File: src/rtl/save_ram_arbiter.sv
// save_ram_arbiter: shares the single-port result-save RAM between the result writer and a
// burst readout engine with a 2-entry output buffer. Define ARB_FAIR_EN to let a starved reader force a slot.
module save_ram_arbiter #(
    parameter int ADDR_W     = 12,
    parameter int DATA_W     = 32,
    parameter int STARVE_MAX = 8
) (
    input  logic              clk,
    input  logic              rstn,
    input  logic              wr_req,
    input  logic [ADDR_W-1:0] wr_addr,
    input  logic [DATA_W-1:0] wr_data,
    output logic              wr_gnt,
    input  logic              rd_start,
    input  logic [ADDR_W-1:0] rd_base,
    input  logic [ADDR_W-1:0] rd_len,
    output logic              rd_busy,
    output logic              rd_valid,
    output logic [DATA_W-1:0] rd_data,
    input  logic              rd_ready,
    output logic              rd_done,
    output logic              ram_en,
    output logic              ram_we,
    output logic [ADDR_W-1:0] ram_addr,
    output logic [DATA_W-1:0] ram_din,
    input  logic [DATA_W-1:0] ram_dout
);
    localparam logic [1:0] S_IDLE  = 2'd0;
    localparam logic [1:0] S_BURST = 2'd1;
    localparam logic [1:0] S_DRAIN = 2'd2;

    if (STARVE_MAX < 1) begin : g_starve_chk
        $error("STARVE_MAX must be at least 1");
    end

    logic [1:0]        state;
    logic [ADDR_W-1:0] base_q;
    logic [ADDR_W-1:0] len_q;
    logic [ADDR_W-1:0] cnt_q;
    logic              rd_done_q;
    logic              inflight_q;
    logic [DATA_W-1:0] buf_mem [2];
    logic              wr_ptr;
    logic              rd_ptr;
    logic [1:0]        buf_count;

    logic force_rd;
    logic write_slot;
    logic rd_issue;
    logic pop;
    logic credit_ok;
    logic last_issue;
    logic drain_done;

    assign pop = (buf_count != 2'd0) && rd_ready;
    // A word leaving the buffer this cycle frees its slot, which keeps a ready consumer fed every cycle.
    assign credit_ok  = ({1'b0, buf_count} + {2'b00, inflight_q} - {2'b00, pop}) < 3'd2;
    assign write_slot = wr_req && !force_rd;
    assign rd_issue   = (state == S_BURST) && !write_slot && credit_ok;
    assign last_issue = rd_issue && (cnt_q == len_q - ADDR_W'(1));
    // Look ahead so rd_done rises right after the final handshake, not one cycle later.
    assign drain_done = (state == S_DRAIN) && !inflight_q && (buf_count == {1'b0, pop});

    assign wr_gnt   = write_slot;
    assign ram_en   = write_slot || rd_issue;
    assign ram_we   = write_slot;
    assign ram_din  = wr_data;
    assign rd_busy  = (state != S_IDLE);
    assign rd_valid = (buf_count != 2'd0);
    assign rd_data  = buf_mem[rd_ptr];
    assign rd_done  = rd_done_q;

    // NOTE: every signal written in always_comb gets a default first, otherwise a latch is inferred.
    always_comb begin
        ram_addr = '0;
        if (write_slot) ram_addr = wr_addr;
        else if (rd_issue) ram_addr = base_q + cnt_q;
    end

    // NOTE: sequential state uses non-blocking assignments so every flop samples pre-edge values.
    always_ff @(posedge clk or negedge rstn) begin
        if (!rstn) begin
            state     <= S_IDLE;
            base_q    <= '0;
            len_q     <= '0;
            cnt_q     <= '0;
            rd_done_q <= 1'b0;
        end else begin
            rd_done_q <= 1'b0;
            case (state)
                S_IDLE: begin
                    if (rd_start) begin
                        base_q <= rd_base;
                        len_q  <= rd_len;
                        cnt_q  <= '0;
                        if (rd_len == '0) rd_done_q <= 1'b1;
                        else state <= S_BURST;
                    end
                end
                S_BURST: begin
                    if (rd_issue) begin
                        cnt_q <= cnt_q + ADDR_W'(1);
                        if (last_issue) state <= S_DRAIN;
                    end
                end
                S_DRAIN: begin
                    if (drain_done) begin
                        rd_done_q <= 1'b1;
                        state     <= S_IDLE;
                    end
                end
                default: state <= S_IDLE;
            endcase
        end
    end

    // NOTE: the two buffer words are reset as well; it is tiny and keeps rd_data at 0 out of reset.
    always_ff @(posedge clk or negedge rstn) begin
        if (!rstn) begin
            inflight_q <= 1'b0;
            wr_ptr     <= 1'b0;
            rd_ptr     <= 1'b0;
            buf_count  <= 2'd0;
            buf_mem[0] <= '0;
            buf_mem[1] <= '0;
        end else begin
            inflight_q <= rd_issue;
            if (inflight_q) begin
                buf_mem[wr_ptr] <= ram_dout;
                wr_ptr          <= !wr_ptr;
            end
            if (pop) rd_ptr <= !rd_ptr;
            buf_count <= buf_count + {1'b0, inflight_q} - {1'b0, pop};
        end
    end

`ifdef ARB_FAIR_EN
    localparam int STARVE_W = $clog2(STARVE_MAX + 1);

    logic [STARVE_W-1:0] starve_q;
    logic                read_eligible;

    assign read_eligible = (state == S_BURST) && credit_ok;
    assign force_rd      = read_eligible && (starve_q == STARVE_W'(STARVE_MAX));

    always_ff @(posedge clk or negedge rstn) begin
        if (!rstn) starve_q <= '0;
        else if (rd_issue || state != S_BURST) starve_q <= '0;
        else if (read_eligible && wr_req) starve_q <= starve_q + STARVE_W'(1);
    end
`else
    assign force_rd = 1'b0;
`endif

endmodule
File: config.mk
export PLATFORM = sky130hd
export DESIGN_NAME = save_ram_arbiter
export DESIGN_NICKNAME = d
export VERILOG_FILES = /design/src/rtl/save_ram_arbiter.sv
export SDC_FILE = /design/constraint.sdc
export NUM_CORES = 1
export LEC_CHECK = 0
export CAP_MARGIN = 20
export CORE_MARGIN = 5
export CORE_UTILIZATION = 39
export CTS_BUF_LIST = sky130_fd_sc_hd__clkbuf_2
export DETAILED_ROUTE_END_ITERATION = 8
export PLACE_DENSITY = 0.79
export RECOVER_POWER = 100
export SYNTH_ARGS = -nofsm -noshare
export SYNTH_HDL_FRONTEND = slang
export SYNTH_SLANG_ARGS = --single-unit
File: constraint.sdc
create_clock -name clk -period 3.6 [get_ports clk]
set_input_delay 0.72 -clock clk [delete_from_list [all_inputs] [get_ports clk]]
set_output_delay 0.72 -clock clk [all_outputs]
set_load 0.03 [all_outputs]
==> results of run 1 <==
[synth_stat cells (8+ instances only)]
cell type    n  area share [%]
nor2_1      22             1.4
clkbuf_1    16             1.0
mux2_2      97              19
ha_1        15             3.2
o21ai_0     21             1.8
dfrtp_1    108              46
nor3_1       8            0.68
inv_1       10            0.64
xnor2_1     14             2.1
a21oi_1     11            0.93
xor2_1      20             3.0
buf_4       34             4.3
nand2_1     95             6.0
[cell type report]
cell class	instances	area share, %
inverters	11	0.618
clock inverters	6	0.652
clock buffers	9	0.602
flip-flops and latches	108	36.1
repair buffers	149	19.9
multi-input cells	372	39.0
well taps	188	3.14
[registers in the layout (all words and copies together), names as in the netlist]
name,cells
rd_done,1
rd_ptr,1
wr_ptr,1
base_q,12
cnt_q,12
inflight_q,1
state,2
buf_count,2
len_q,12
buf_mem,64
[power groups by stage]
stage	combinational (mW)	sequential, mW	clock (mW)
2_1_floorplan	2.53	2.02	0
3_3_place_gp	3.43	2.11	0
3_5_place_dp	3.54	2.17	0
4_1_cts	3.67	2.13	0.546
5_1_grt	3.99	2.21	0.589
6_report	3.71	2.13	0.520
[layer usage]
layer / vias to the layer above / global-route usage [%] / part of all wire, %
met4: 0 / 5.14 / 1.6
met1: 2156 / 19.5 / 43
met2: 123 / 27.7 / 50
met3: 19 / 4.45 / 5.6
li1: 2066 / - / -
met5: - / 0 / 0
[cells by family (layout without fill, tap and decap cells)]
kind of cell | count (synthesis) | count (layout) | synth area share [%]
AND/OR/NAND/NOR | 168 | 168 | 13.5
flip-flops | 108 | 108 | 45.8
multiplexers | 98 | 98 | 18.7
buffers and inverters | 70 | 175 | 6.87
AO/OA/AOI/OAI | 55 | 55 | 6.19
XOR/XNOR | 34 | 34 | 5.05
adder cells (fa/ha/maj) | 17 | 17 | 3.86
[how the worst max path moves through the flow]
stage / startpoint / end / slack, ns / depth (start not counted)
final: buf_count[1] / ram_addr[10] / -0.56 / 12
after global routing: buf_count[1] / ram_addr[3] / -0.76 / 12
after CTS: buf_count[1] / ram_addr[10] / -0.64 / 13
after detailed placement: rd_ready / ram_addr[10] / -0.75 / 12
after global placement: rd_ready / ram_addr[10] / -0.69 / 12
after floorplan: rd_ready / ram_addr[10] / -0.31 / 11
[stage by stage]
| step | hold WS (ns) | instance area [µm²] | cells | setup slack, ns | setup TNS (ns) |
|---|---|---|---|---|---|
| 3_3_place_gp | 0.458 | 7210 | 816 | -0.686 | -8.53 |
| 3_5_place_dp | 0.461 | 7240 | 817 | -0.748 | -9.92 |
| 5_1_grt | 0.502 | 7490 | 843 | -0.756 | -8.14 |
| 4_1_cts | 0.491 | 7440 | 838 | -0.642 | -7.06 |
| 2_1_floorplan | 0.424 | 6010 | 550 | -0.310 | -0.615 |
| 6_report | 0.488 | 7490 | 843 | -0.556 | -5.89 |
[what timing repair did]
item,4_1_cts,5_1_grt
gates resized for setup,15,6
endpoints found under the hold margin,39,0
buffers inserted,5,5
endpoints found under the setup margin,13,13
pin swaps,5,2
hold buffers,1,0
==> flow_metrics.tcl, run 1 <==
set metrics [dict create \
    yosysWarnings 0 \
    register_area_um2 2700 \
    pwr-share-clk_pct 8.2 \
    rsz0062_at_grt "true" \
    reg2reg_from "buf_count[1]" \
    synthDistinctLibCells 56 \
    area_growth_pct 26.9 \
    cts_buffers 9 \
    syn_nets 672 \
    status "finished, violations left" \
    core-area_um2 15000 \
    arrival_ns 3.44 \
    cp_num_buf_inv 4 \
    slowest_stage "or4_4" \
    clock-sinks 108 \
    drive_above_1_share_pct 26.7 \
    die_h_um 133 \
    wirelength_um 13800 \
    drt_pre_antenna_iters 4 \
    ant_nets 0 \
    drv_slew 41 \
    post-route-drc-count 0 \
    max_slew_margin_pct -51.2 \
    reg2reg_to "state[0]" \
    gp_congestion 0.856 \
    cp_top_family "adder cells" \
    nets 773 \
    antenna_found_initial 0 \
    cp_max_fo 6 \
    insertedDiodeCount 0 \
    holdPathEnd "rd_ptr" \
    drt_iter0_markers 299 \
    max_cap_violations 1 \
    netSwitchingFraction_pct 42.0 \
    synth.avg_cell_area_um2 10.7 \
    clock_path_buffers 2 \
    multi_input_area_um2 2920 \
    avgViaCountPerCell 5.18 \
    num_vias 4364 \
    power-per-cell-area_nw_per_um2 850 \
    path_cells "inv_2, nand2_2, and2_4, ha_4, inv_2, ha_4, fa_1, or4_4, clkinv_4, nand3b_1, o211ai_1, clkbuf_16" \
    violations "capacitance limit, slew limit, setup timing" \
    p_total_mw 6.36 \
    syn_area_um2 5900 \
    die_w_um 133 \
    io_pins 187 \
    hp-start "rd_ptr" \
    dieArea_um2 17700 \
    cts_tree "yes" \
    synthArstFlopShare_pct 100 \
    synth_ff_type "dfrtp_1" \
    synth_seq_cells 108 \
    io_buffers 122 \
    grt_usage_pct 16.1 \
    fin_crit_sh_pct 115 \
    pwr-share-comb_pct 58.3 \
    utilization_pct 49.8 \
    cp-end-kind "primary output" \
    rrSetupSlack_ns 0.24 \
    insertion_delay_ns 0.64 \
    num-fill-cells 1321 \
    worst_hold_path.num_cells 1 \
    ir_drop_mv 0.401 \
    wire_per_inst_um 16.3 \
    grt.overflow.total 0 \
    clkSlewWorstSetupHoldPaths_ns 0.26 \
    worst_r2r_path_depth 15 \
    worst_path_largest_cell_delay_ns 0.57 \
    timing.fmax_ghz 0.241 \
    initial_core_util_pct 39.2 \
    hold_path_class "reg2reg" \
    p_switching_mw 2.67 \
    dpl.hpwl_um 9990 \
    cts_root_buf "clkbuf_2" \
    worstPathRequired_ns 2.88 \
    syn_inst 550 \
    grt_pass1_vias 4702 \
    start_kind "register" \
    min_period_ns 4.16 \
    leakagePower_nw 3.22 \
    num_rows 45 \
    ys_seq_area_share_pct 45.8 \
    internal-power_mw 3.69 \
    worstMarginPinSlew_ns 2.27 \
    grt_max_degree 53 \
    crit_type "reg2out" \
    hold_violations 0 \
    synth-edff-count 0 \
    pwr-share-seq_pct 33.5 \
    setup_viol 13 \
    clock_skew_ns 0.0322 \
    final_cell_mix "108 x dfrtp_1, 108 x clkdlybuf4s50_1, 97 x mux2_2" \
    grt_first_pass_wirelength_um 22900 \
    htreeDepth 3 \
    postLayoutSetupSlackWorst_ns -0.556 \
]
Note: power is estimated with default switching activity, not from simulation.
==> run 2, diff against run 1 <==
- CELL_PAD_IN_SITES_DETAIL_PLACEMENT: default -> 1
- CELL_PAD_IN_SITES_GLOBAL_PLACEMENT: default -> 1
- CORE_UTILIZATION: 39 -> 33
- PLACE_DENSITY: 0.79 -> 0.85
==> flow_metrics.tcl, run 2 (synthesized netlist as in run 1, its figures left out) <==
set metrics [dict create \
    fin_crit_sh_pct 116 \
    largest_reg_flops 64 \
    cp-end-kind "primary output" \
    drt_iter0_markers 130 \
    area_growth_pct 27.6 \
    violations "capacitance limit, slew limit, setup timing" \
    ant_nets 0 \
    final.setup.tns_ns -6.66 \
    avgViaCountPerCell 5.06 \
    clock-sinks 108 \
    clock_skew_ns 0.0280 \
    dieArea_um2 20700 \
    core-area_um2 17400 \
    hold_buffers 0 \
    insertion_delay_ns 0.62 \
    ir_drop_mv 0.468 \
    setup_viol 13 \
    drt_pre_antenna_iters 4 \
    leakagePower_nw 3.21 \
    grt.overflow.total 0 \
    gp_congestion 0.876 \
    grt_max_degree 57 \
    grt_first_pass_wirelength_um 25900 \
    io_pins 187 \
    num_rows 48 \
    arrival_ns 3.47 \
    top_usage_layer "met2" \
    worstPathRequired_ns 2.88 \
    die_w_um 144 \
    power-per-cell-area_nw_per_um2 855 \
    start_kind "register" \
    post-route-drc-count 0 \
    max_cap_violations 1 \
    hold_path_class "reg2reg" \
    p_total_mw 6.44 \
    regMostFlops "buf_mem" \
    wirelength_um 15900 \
    crit_type "reg2out" \
    cp_max_fo 6 \
    min_period_ns 4.19 \
    cts_buffers 9 \
    insertedDiodeCount 0 \
    worstMarginPinSlew_ns 2.95 \
    clock_path_buffers 2 \
    antenna_found_initial 0 \
    clkSlewWorstSetupHoldPaths_ns 0.30 \
    status "finished, violations left" \
    cts_root_buf "clkbuf_2" \
    initial_core_util_pct 33.9 \
    grt_usage_pct 15.6 \
    htreeDepth 3 \
    postLayoutSetupSlackWorst_ns -0.593 \
    io_buffers 122 \
    dpl.hpwl_um 11500 \
    drive_above_1_share_pct 27.1 \
    use_met3_pct 4.26 \
    hold_violations 0 \
    pre_cts_slack_ns -0.707 \
    whs_ns 0.496 \
    num_vias 4440 \
    timing.fmax_ghz 0.238 \
    final_cell_mix "108 x dfrtp_1, 108 x clkdlybuf4s50_1, 97 x mux2_2" \
    cts_tree "yes" \
    num-fill-cells 1908 \
    rsz0062_at_grt "true" \
    max_slew_margin_pct -96.9 \
    nets 770 \
    drv_slew 57 \
    die_h_um 144 \
    use_met1_pct 18.7 \
    grt_use_met2_pct 28.2 \
    rrSetupSlack_ns 0.13 \
    grt_pass1_vias 5055 \
    wire_per_inst_um 18.1 \
]
## run 2: changes by cell type in the layout (fill, tap and decap cells not counted), moves of 2 or more
cell,change
clkinv_4,+3
buf_6,+4
buf_4,-6
inv_6,-2
## run 2: where the power goes
group | leakage (nW) | total (mW) | internal, mW | switching [mW]
logic | 1.82 | 3.74 | 1.83 | 1.92
clock network | 0.0660 | 0.542 | 0.104 | 0.438
registers | 1.32 | 2.15 | 1.75 | 0.402
total | 3.21 | 6.44 | 3.68 | 2.76
## run 2: per-layer routing
| metal | share of wire, % | vias to the layer above |
|---|---|---|
| met1 | 42 | 2239 |
| met4 | 1.4 | 0 |
| met3 | 5.4 | 20 |
| li1 | - | 2054 |
| met5 | 0 | - |
| met2 | 52 | 127 |
## run 2: repair_timing
action | CTS | global route
gates cloned | 0 | 0
pin swaps | 8 | 6
endpoints found under the setup margin | 13 | 15
resized for setup | 18 | 6
setup buffers | 6 | 2
## run 2: through the flow
| step | std cells | instance area (µm²) | utilization, % |
|---|---|---|---|
| after floorplan | 550 | 6010 | - |
| after global placement | 854 | 7290 | 41.8 |
| after detailed placement | 854 | 7290 | 41.8 |
| after CTS | 875 | 7500 | 43.1 |
| after global routing | 877 | 7530 | 43.2 |
| final | 877 | 7530 | 43.2 |
## run 2: path summary, 6_finish.rpt
kind,start,to,cells past startpoint
max reg2reg,buf_count[1],state[0],15
max in group asynchronous,rstn,len_q[10],2
min reg2reg,rd_ptr,rd_ptr,1
min in group asynchronous,rstn,buf_mem[54],1
max,buf_count[1],ram_addr[3],12
min,rd_ptr,rd_ptr,1
## run 2: cell type report
| cell class | count | area (µm²) | area share (%) |
|---|---|---|---|
| sequential | 108 | 2700 | 35.9 |
| clock buffer | 9 | 45.0 | 0.598 |
| tap | 225 | 282 | 3.74 |
| inverter | 11 | 46.3 | 0.615 |
| clock inverter | 6 | 57.6 | 0.765 |
| multi-input combinational | 372 | 2940 | 39.1 |
| timing repair buffer | 146 | 1450 | 19.3 |
## run 2: critical path, cell delays in order (launching register included)
cell and delay [ns]:
dfrtp_1 0.46, inv_2 0.07, nand2_2 0.05, and2_4 0.17, ha_4 0.25, inv_2 0.04
ha_4 0.15, fa_2 0.45, or4_4 0.56, buf_8 0.17, a211o_1 0.26, nand2_1 0.08
buf_6 0.13
